===== src/rtl/adder_result_display.sv =====
// Captures the 5-bit adder result and shows it as two decimal digits on a muxed 7-seg display.
// Build option LEAD_ZERO_BLANK_EN blanks a zero tens digit.
module adder_result_display #(
    parameter int SCAN_DIV = 100000
) (
    input  logic       clk,
    input  logic       rst,
    input  logic [3:0] sum,
    input  logic       cout,
    input  logic       load,
    output logic [4:0] held_val,
    output logic       upd,
    output logic [1:0] an,
    output logic [6:0] seg
);

    localparam int CW = (SCAN_DIV > 1) ? $clog2(SCAN_DIV) : 1;
    localparam logic [CW-1:0] SCAN_LAST = CW'(SCAN_DIV - 1);

    logic [4:0]    held_q, held_d;
    logic          upd_q, upd_d;
    logic [1:0]    tens_q, tens_d;
    logic [3:0]    ones_q, ones_d;
    logic [CW-1:0] scan_q, scan_d;
    logic          dsel_q, dsel_d;

    function automatic logic [6:0] enc(input logic [3:0] d);
        case (d)
            4'd0:    enc = 7'b1000000;
            4'd1:    enc = 7'b1111001;
            4'd2:    enc = 7'b0100100;
            4'd3:    enc = 7'b0110000;
            4'd4:    enc = 7'b0011001;
            4'd5:    enc = 7'b0010010;
            4'd6:    enc = 7'b0000010;
            4'd7:    enc = 7'b1111000;
            4'd8:    enc = 7'b0000000;
            4'd9:    enc = 7'b0010000;
            default: enc = 7'b1111111;
        endcase
    endfunction

    always_comb begin
        held_d = load ? {cout, sum} : held_q;
        upd_d  = load;

        // held value is at most 31, so three compares cover the tens digit
        if (held_q >= 5'd30) begin
            tens_d = 2'd3;
            ones_d = 4'(held_q - 5'd30);
        end else if (held_q >= 5'd20) begin
            tens_d = 2'd2;
            ones_d = 4'(held_q - 5'd20);
        end else if (held_q >= 5'd10) begin
            tens_d = 2'd1;
            ones_d = 4'(held_q - 5'd10);
        end else begin
            tens_d = 2'd0;
            ones_d = 4'(held_q);
        end

        if (scan_q == SCAN_LAST) begin
            scan_d = '0;
            dsel_d = ~dsel_q;
        end else begin
            scan_d = scan_q + CW'(1);
            dsel_d = dsel_q;
        end
    end

    always_ff @(posedge clk) begin
        if (rst) begin
            held_q <= '0;
            upd_q  <= 1'b0;
            tens_q <= '0;
            ones_q <= '0;
            scan_q <= '0;
            dsel_q <= 1'b0;
        end else begin
            held_q <= held_d;
            upd_q  <= upd_d;
            tens_q <= tens_d;
            ones_q <= ones_d;
            scan_q <= scan_d;
            dsel_q <= dsel_d;
        end
    end

    always_comb begin
        if (dsel_q) begin
            an  = 2'b01;
            seg = enc({2'b00, tens_q});
`ifdef LEAD_ZERO_BLANK_EN
            if (tens_q == 2'd0) seg = 7'b1111111;
`endif
        end else begin
            an  = 2'b10;
            seg = enc(ones_q);
        end
    end

    assign held_val = held_q;
    assign upd      = upd_q;

endmodule


===== config.mk =====
export PLATFORM = sky130hd
export DESIGN_NAME = adder_result_display
export DESIGN_NICKNAME = d
export VERILOG_FILES = /design/src/rtl/adder_result_display.sv
export SDC_FILE = /design/constraint.sdc
export NUM_CORES = 1
export LEC_CHECK = 0
export ABC_CLOCK_PERIOD_IN_PS = 2200
export CORE_ASPECT_RATIO = 0.5
export CORE_MARGIN = 2
export CORE_UTILIZATION = 49
export CTS_CLUSTER_SIZE = 28
export DETAILED_ROUTE_END_ITERATION = 10
export GPL_TIMING_DRIVEN = 0
export PLACE_DENSITY = 0.75
export SKIP_LAST_GASP = 1
export SLEW_MARGIN = 25
export SYNTH_ARGS = -nofsm -noshare
export SYNTH_HDL_FRONTEND = slang
export SYNTH_SLANG_ARGS = --single-unit

===== constraint.sdc =====
create_clock -name clk -period 2.2 [get_ports clk]
set_clock_uncertainty 0.05 [all_clocks]
set_input_delay 0.44 -clock clk [delete_from_list [all_inputs] [get_ports clk]]
set_output_delay 0.44 -clock clk [all_outputs]
set_load 0.02 [all_outputs]

==> out/metrics.cfg, run 1 <==
[status]
status=complete, but fails checks
violations=negative setup slack

[place]
port_buffers=21
place.gp.congestion=0.796
dpl_cell_area_um2=2100
dp_hpwl_um=2380
place_inst=267

[floorplan]
core_area_um2=3420
die_h_um=46.1
die_w_um=88.2
die_area_um2=4070
start_util_pct=50.8
core.rowCount=15
io_pins=23

[global_routing]
overflow=0
antenna_found_initial=0
grt_max_degree=11
grt_use_total_pct=18.1
grt_pass1_wl_um=5340
grt_pass1_vias=1221

[routing]
wl_um=3380
drtAntennaViolNets=0
num_vias=1421
drc=0
routedWlPerCell_um=11.7
drtIter0Drc=40
drtPass1Iterations=5
vias_per_cell=4.93

[yosys]
synth_warnings=0
synth_flop_cell=dfxtp_1
synth.distinct_cells=47
syn_area_per_cell_um2=8.91
syn_inst=195
synth-simple-area-share_pct=23.2
synth_area_um2=1740
synthMuxAreaShare_pct=4.61
synth-compound-area-share_pct=11.2
ys_ff_latch=33
yosys.area_share.xor_xnor_pct=9.08
synth_top_family_by_area=simple AND/OR/NAND/NOR gates
synth_nets=214
synth_edf_count=0
ys_seq_area_share_pct=38.0
synth_fa_ha_area_share_pct=7.93
async_flop_share_pct=0

[pwr]
power.total_w=0.00142
peakVddDrop_mv=0.247
p_leak_nw=0.961
power.density_nw_per_um2=597

[worst_setup_path]
reg2reg_depth=9
cp.required_ps=2330
cp_slowest_cell=dfxtp_4
critical_path_buf_inv_count=1
critPathArrivalTime_ps=2330
cpMostUsedCell=ha_4
r2r_slack_ps=-4
crit_type=flip-flop to flip-flop
reg2reg_from=held_val[2]$_SDFFE_PP0P_
cp_top_family=simple AND/OR/NAND/NOR gates
crit_fanout=6
start_kind=flip-flop
path_cells=inv_4 > ha_4 > a211o_2 > and3_4 > xnor2_4 > and2b_2 > ha_4 > a21oi_2 > or2_4
critPathMaxStageDelay_ps=410
cp-end-kind=flip-flop

[layout]
layout_common_cells=nor2_1, dfxtp_1, clkdlybuf4s50_1
drive_gt1_share_pct=22.4
fin_util_pct=69.5
diodes=0
synthToLayoutAreaGrowth_pct=36.7
layout_commonest_cell=nor2_1
fin_nets=255
fillCellCount=268
instances_no_fill=288
final_area_um2=2370
seqCellArea_um2=673
multi_input_area_um2=1120

[clock_tree]
root_buffer=clkbuf_8
cts_tree=yes
cts_max_level=2
clock_sinks=33
path_clk_slew_ps=60
holdBufCountCts=0
clock_path_buffers=2
insertion_delay_ps=290
numCtsBuffers=5

[timing]
setup_viol=1
rsz0062_at_grt=yes
period_needed_ps=2200
worstMarginPinSlew_ps=457
final.setup.worst_slack_ps=-3.83
worst_slew_margin_rel_pct=69.6
max_freq_mhz=454
drv_slew=0
hold_violations=0
fin_crit_sh_pct=100

[job]
cap_violations=0

[worst_hold_path]
hp-class=flip-flop to flip-flop
holdCritStartpoint=scan_q[0]$_SDFF_PP0_
hold_end=scan_q[0]$_SDFF_PP0_
holdPathStages=1

layout make-up:
class / count / share of cell area (%)
well taps: 51 / 2.69
multi-input cells: 140 / 47.3
repair buffers: 34 / 13.2
flip-flops and latches: 33 / 28.3
plain buffers: 8 / 2.11
clock buffers: 8 / 3.79
inverters: 14 / 2.58
cells in the mapped netlist (3+ instances only):
| master | count | area share [%] |
|---|---|---|
| and3_1 | 3 | 1.1 |
| inv_1 | 12 | 2.6 |
| nand2_1 | 11 | 2.4 |
| xnor2_1 | 7 | 3.5 |
| mux2i_1 | 8 | 4.6 |
| nand4_1 | 6 | 2.2 |
| clkbuf_1 | 3 | 0.65 |
| nand2b_1 | 4 | 1.4 |
| ha_1 | 11 | 7.9 |
| xor2_1 | 11 | 5.5 |
| a21oi_1 | 4 | 1.2 |
| nor2_1 | 33 | 7.1 |
| nand3_1 | 7 | 2.0 |
| dfxtp_1 | 33 | 38 |
cell families after synthesis:
family                   after synthesis
adder cells (fa/ha/maj)               11
flip-flops                            33
buffers and inverters                 22
XOR/XNOR                              18
AO/OA/AOI/OAI                         23
multiplexers                           8
AND/OR/NAND/NOR                       80
how the worst max path moves through the flow:
stage	start	endpoint	slack, ps	depth (start not counted)
global placement	rst	flip-flop	-210	8
finish	held_val[2]$_SDFFE_PP0P_	flip-flop	-4	9
floorplan	held_val[3]$_SDFFE_PP0P_	flip-flop	-7	10
detailed placement	rst	flip-flop	-230	8
global route	held_val[2]$_SDFFE_PP0P_	flip-flop	-80	10
CTS	held_val[1]$_SDFFE_PP0P_	flip-flop	-30	9
repair_timing:
action / CTS / global route
setup buffers: 9 / 4
pin swaps: 7 / 6
gates cloned: 0 / 0
gates resized for setup: 8 / 13
setup endpoints to repair: 10 / 8
routing by layer:
| layer | up-vias | GRT usage (%) | share of wire [%] | wire length (µm) |
|---|---|---|---|---|
| met1 | 655 | 22.4 | 49 | 1670 |
| li1 | 746 | - | - | - |
| met3 | 6 | 6.63 | 3.0 | 103 |
| met2 | 14 | 29.0 | 46 | 1560 |
| met5 | - | 0 | 0 | 0 |
| met4 | 0 | 7.58 | 1.4 | 48 |
metrics by stage:
| step | hold slack (ps) | TNS, ps | setup WS, ps |
|---|---|---|---|
| 2_1_floorplan | 380 | -19.9 | -7.25 |
| 3_3_place_gp | 394 | -1490 | -214 |
| 3_5_place_dp | 419 | -1330 | -228 |
| 4_1_cts | 430 | -52.3 | -28.1 |
| 5_1_grt | 467 | -206 | -80.2 |
| 6_report | 438 | -3.83 | -3.83 |
report_power, final:
group | switching, W | leakage (nW) | total (W) | internal, W
clock network | 0.000211 | 0.0455 | 0.000466 | 0.000255
logic | 0.000144 | 0.644 | 0.000303 | 0.000159
registers | 0.0000215 | 0.272 | 0.000649 | 0.000627
(Power assumes the default switching activity.)
==> run 2, diff against run 1 <==
--- a/config.mk
+++ b/config.mk
@@ -7,7 +7,6 @@
 export LEC_CHECK = 0
 export ABC_CLOCK_PERIOD_IN_PS = 2200
 export CORE_ASPECT_RATIO = 0.5
-export CORE_MARGIN = 2
 export CORE_UTILIZATION = 49
 export CTS_CLUSTER_SIZE = 28
 export DETAILED_ROUTE_END_ITERATION = 10
==> out/metrics.cfg, run 2 (synthesis results as in run 1) <==
[layout]
layout_commonest_cell=nor2_1
synthToLayoutAreaGrowth_pct=36.4
fin_nets=256  ; +0.39%
diodes=0  ; unchanged
drive_gt1_share_pct=24.4  ; +2.0 points
layout_common_cells=nor2_1, dfxtp_1, clkdlybuf4s50_1

[floorplan]
start_util_pct=54.5  ; +3.6 points
die_h_um=44.1  ; -4.3%
io_pins=23  ; unchanged
die_w_um=86.2  ; -2.3%
die_area_um2=3800  ; -6.5%
core.rowCount=14  ; -1
core_area_um2=3190  ; -6.7%

[worst_hold_path]
holdCritStartpoint=scan_q[0]$_SDFF_PP0_
hp-class=flip-flop to flip-flop

[worst_setup_path]
path_cells=inv_4 > ha_4 > a211o_2 > and3_4 > xnor2_4 > and2b_2 > ha_4 > a21oi_2 > or2_4
cp-end-kind=flip-flop
reg2reg_from=held_val[2]$_SDFFE_PP0P_
cp.required_ps=2320  ; about the same
crit_type=flip-flop to flip-flop
cp_top_family=simple AND/OR/NAND/NOR gates
crit_fanout=6  ; unchanged
start_kind=flip-flop
critical_path_buf_inv_count=1  ; unchanged
cp_slowest_cell=dfxtp_4
critPathMaxStageDelay_ps=410  ; about the same
cpMostUsedCell=ha_4
setup.worst_path.start=held_val[2]$_SDFFE_PP0P_
critPathArrivalTime_ps=2400  ; +70 ps

[timing]
worstMarginPinSlew_ps=441  ; -16.1 ps
drv_slew=0  ; unchanged
period_needed_ps=2290  ; +85.5 ps
rsz0062_at_grt=yes
final.setup.worst_slack_ps=-89.3  ; -85.5 ps
tns_ps=-377  ; -373 ps
fin_crit_sh_pct=104  ; +3.9 points
worst_slew_margin_rel_pct=70.6  ; +1.1 points
setup_viol=7  ; +6
hold_violations=0  ; unchanged
max_freq_mhz=437  ; -3.7%

[global_routing]
grt_pass1_vias=1371  ; +12%
overflow=0  ; unchanged
antenna_found_initial=0  ; unchanged
grt_use_total_pct=20.3  ; +2.2 points
grt_pass1_wl_um=5950  ; +11%
grt_max_degree=11  ; unchanged

[clock_tree]
insertion_delay_ps=280  ; about the same
cts_max_level=2  ; unchanged
holdBufCountCts=0  ; unchanged
clock_sinks=33  ; unchanged
numCtsBuffers=5  ; unchanged
cts_tree=yes
path_clk_slew_ps=60  ; about the same
clock_path_buffers=2  ; unchanged
root_buffer=clkbuf_8

[place]
dp_hpwl_um=2450  ; +2.9%
port_buffers=21  ; unchanged
place.gp.congestion=0.754  ; -5.3%

[routing]
vias_per_cell=5.19  ; +5.2%
drc=0  ; unchanged
drtPass1Iterations=4  ; -1
drtIter0Drc=59  ; +48%
routedWlPerCell_um=12.7  ; +8.4%
drtAntennaViolNets=0  ; unchanged
wl_um=3640  ; +7.7%
num_vias=1485  ; +4.5%

[pwr]
peakVddDrop_mv=0.282  ; +14%
power.density_nw_per_um2=587  ; -1.6%
p_leak_nw=0.962  ; +0.11%
power.total_w=0.00139  ; -1.9%

[job]
cap_violations=0  ; unchanged

[status]
violations=negative setup slack
status=complete, but fails checks

==> run 2: cell types whose count changed in the layout (fill, tap and decap cells not counted), sizes merged <==
cell / change
dlygate4sd2: -1
clkinv: +2
clkbuf: -2
clkdlybuf4s50: +1
buf: +1
==> run 2: worst register-to-register path: stages (launching register included) <==
cell	delay (ps)
dfxtp_4	410
inv_4	70
ha_4	170
a211o_2	330
and3_4	210
xnor2_4	140
and2b_2	250
ha_4	290
a21oi_2	50
or2_4	210
==> run 2: per-stage QoR <==
stage	std cells	instance area [µm²]	hold slack (ps)	setup WS [ps]	util (%)
floorplan	195	1820	380	-7.25	-
global placement	264	2090	393	-221	65.6
detailed placement	264	2090	412	-259	65.6
CTS	282	2270	422	-20.4	71.2
global route	286	2370	452	-150	74.3
finish	286	2370	419	-89.3	74.3
==> run 2: metal layers <==
metal / wire length [µm] / track usage [%] / up-vias
met5: 0 / 0 / -
met4: 24 / 5.00 / 0
met3: 121 / 4.48 / 4
met2: 1770 / 37.5 / 28
met1: 1720 / 24.7 / 709
li1: - / - / 744
==> run 2: power by group <==
part | switching, W | leakage [nW] | internal (W) | total, W
clock | 0.000206 | 0.0450 | 0.000219 | 0.000425
combinational | 0.000149 | 0.645 | 0.000166 | 0.000316
sequential | 0.0000233 | 0.272 | 0.000627 | 0.000651
total | 0.000379 | 0.962 | 0.00101 | 0.00139
==> run 2: area by class of cell <==
cell class              count  area, µm²
multi-input cells         140       1120
fillers                   227        820
flip-flops and latches     33        673
repair buffers             35        322
clock buffers               6       72.6
well taps                  48       60.1
inverters                  14       58.8
plain buffers               8       51.3
clock inverters             2       10.0
==> run 2: what timing repair did <==
| action | CTS | global route |
|---|---|---|
| endpoints found under the setup margin | 10 | 8 |
| buffers inserted | 10 | 4 |
| pin swaps | 4 | 10 |
| gates resized for setup | 5 | 17 |
==> run 2: final timing paths <==
kind / end / slack, ps / depth (start not counted)
hold reg to reg: scan_q[0]$_SDFF_PP0_ / 420 / 1
hold / removal: scan_q[0]$_SDFF_PP0_ / 420 / 1
setup / recovery: flip-flop / -90 / 9
setup reg to reg: flip-flop / -90 / 9
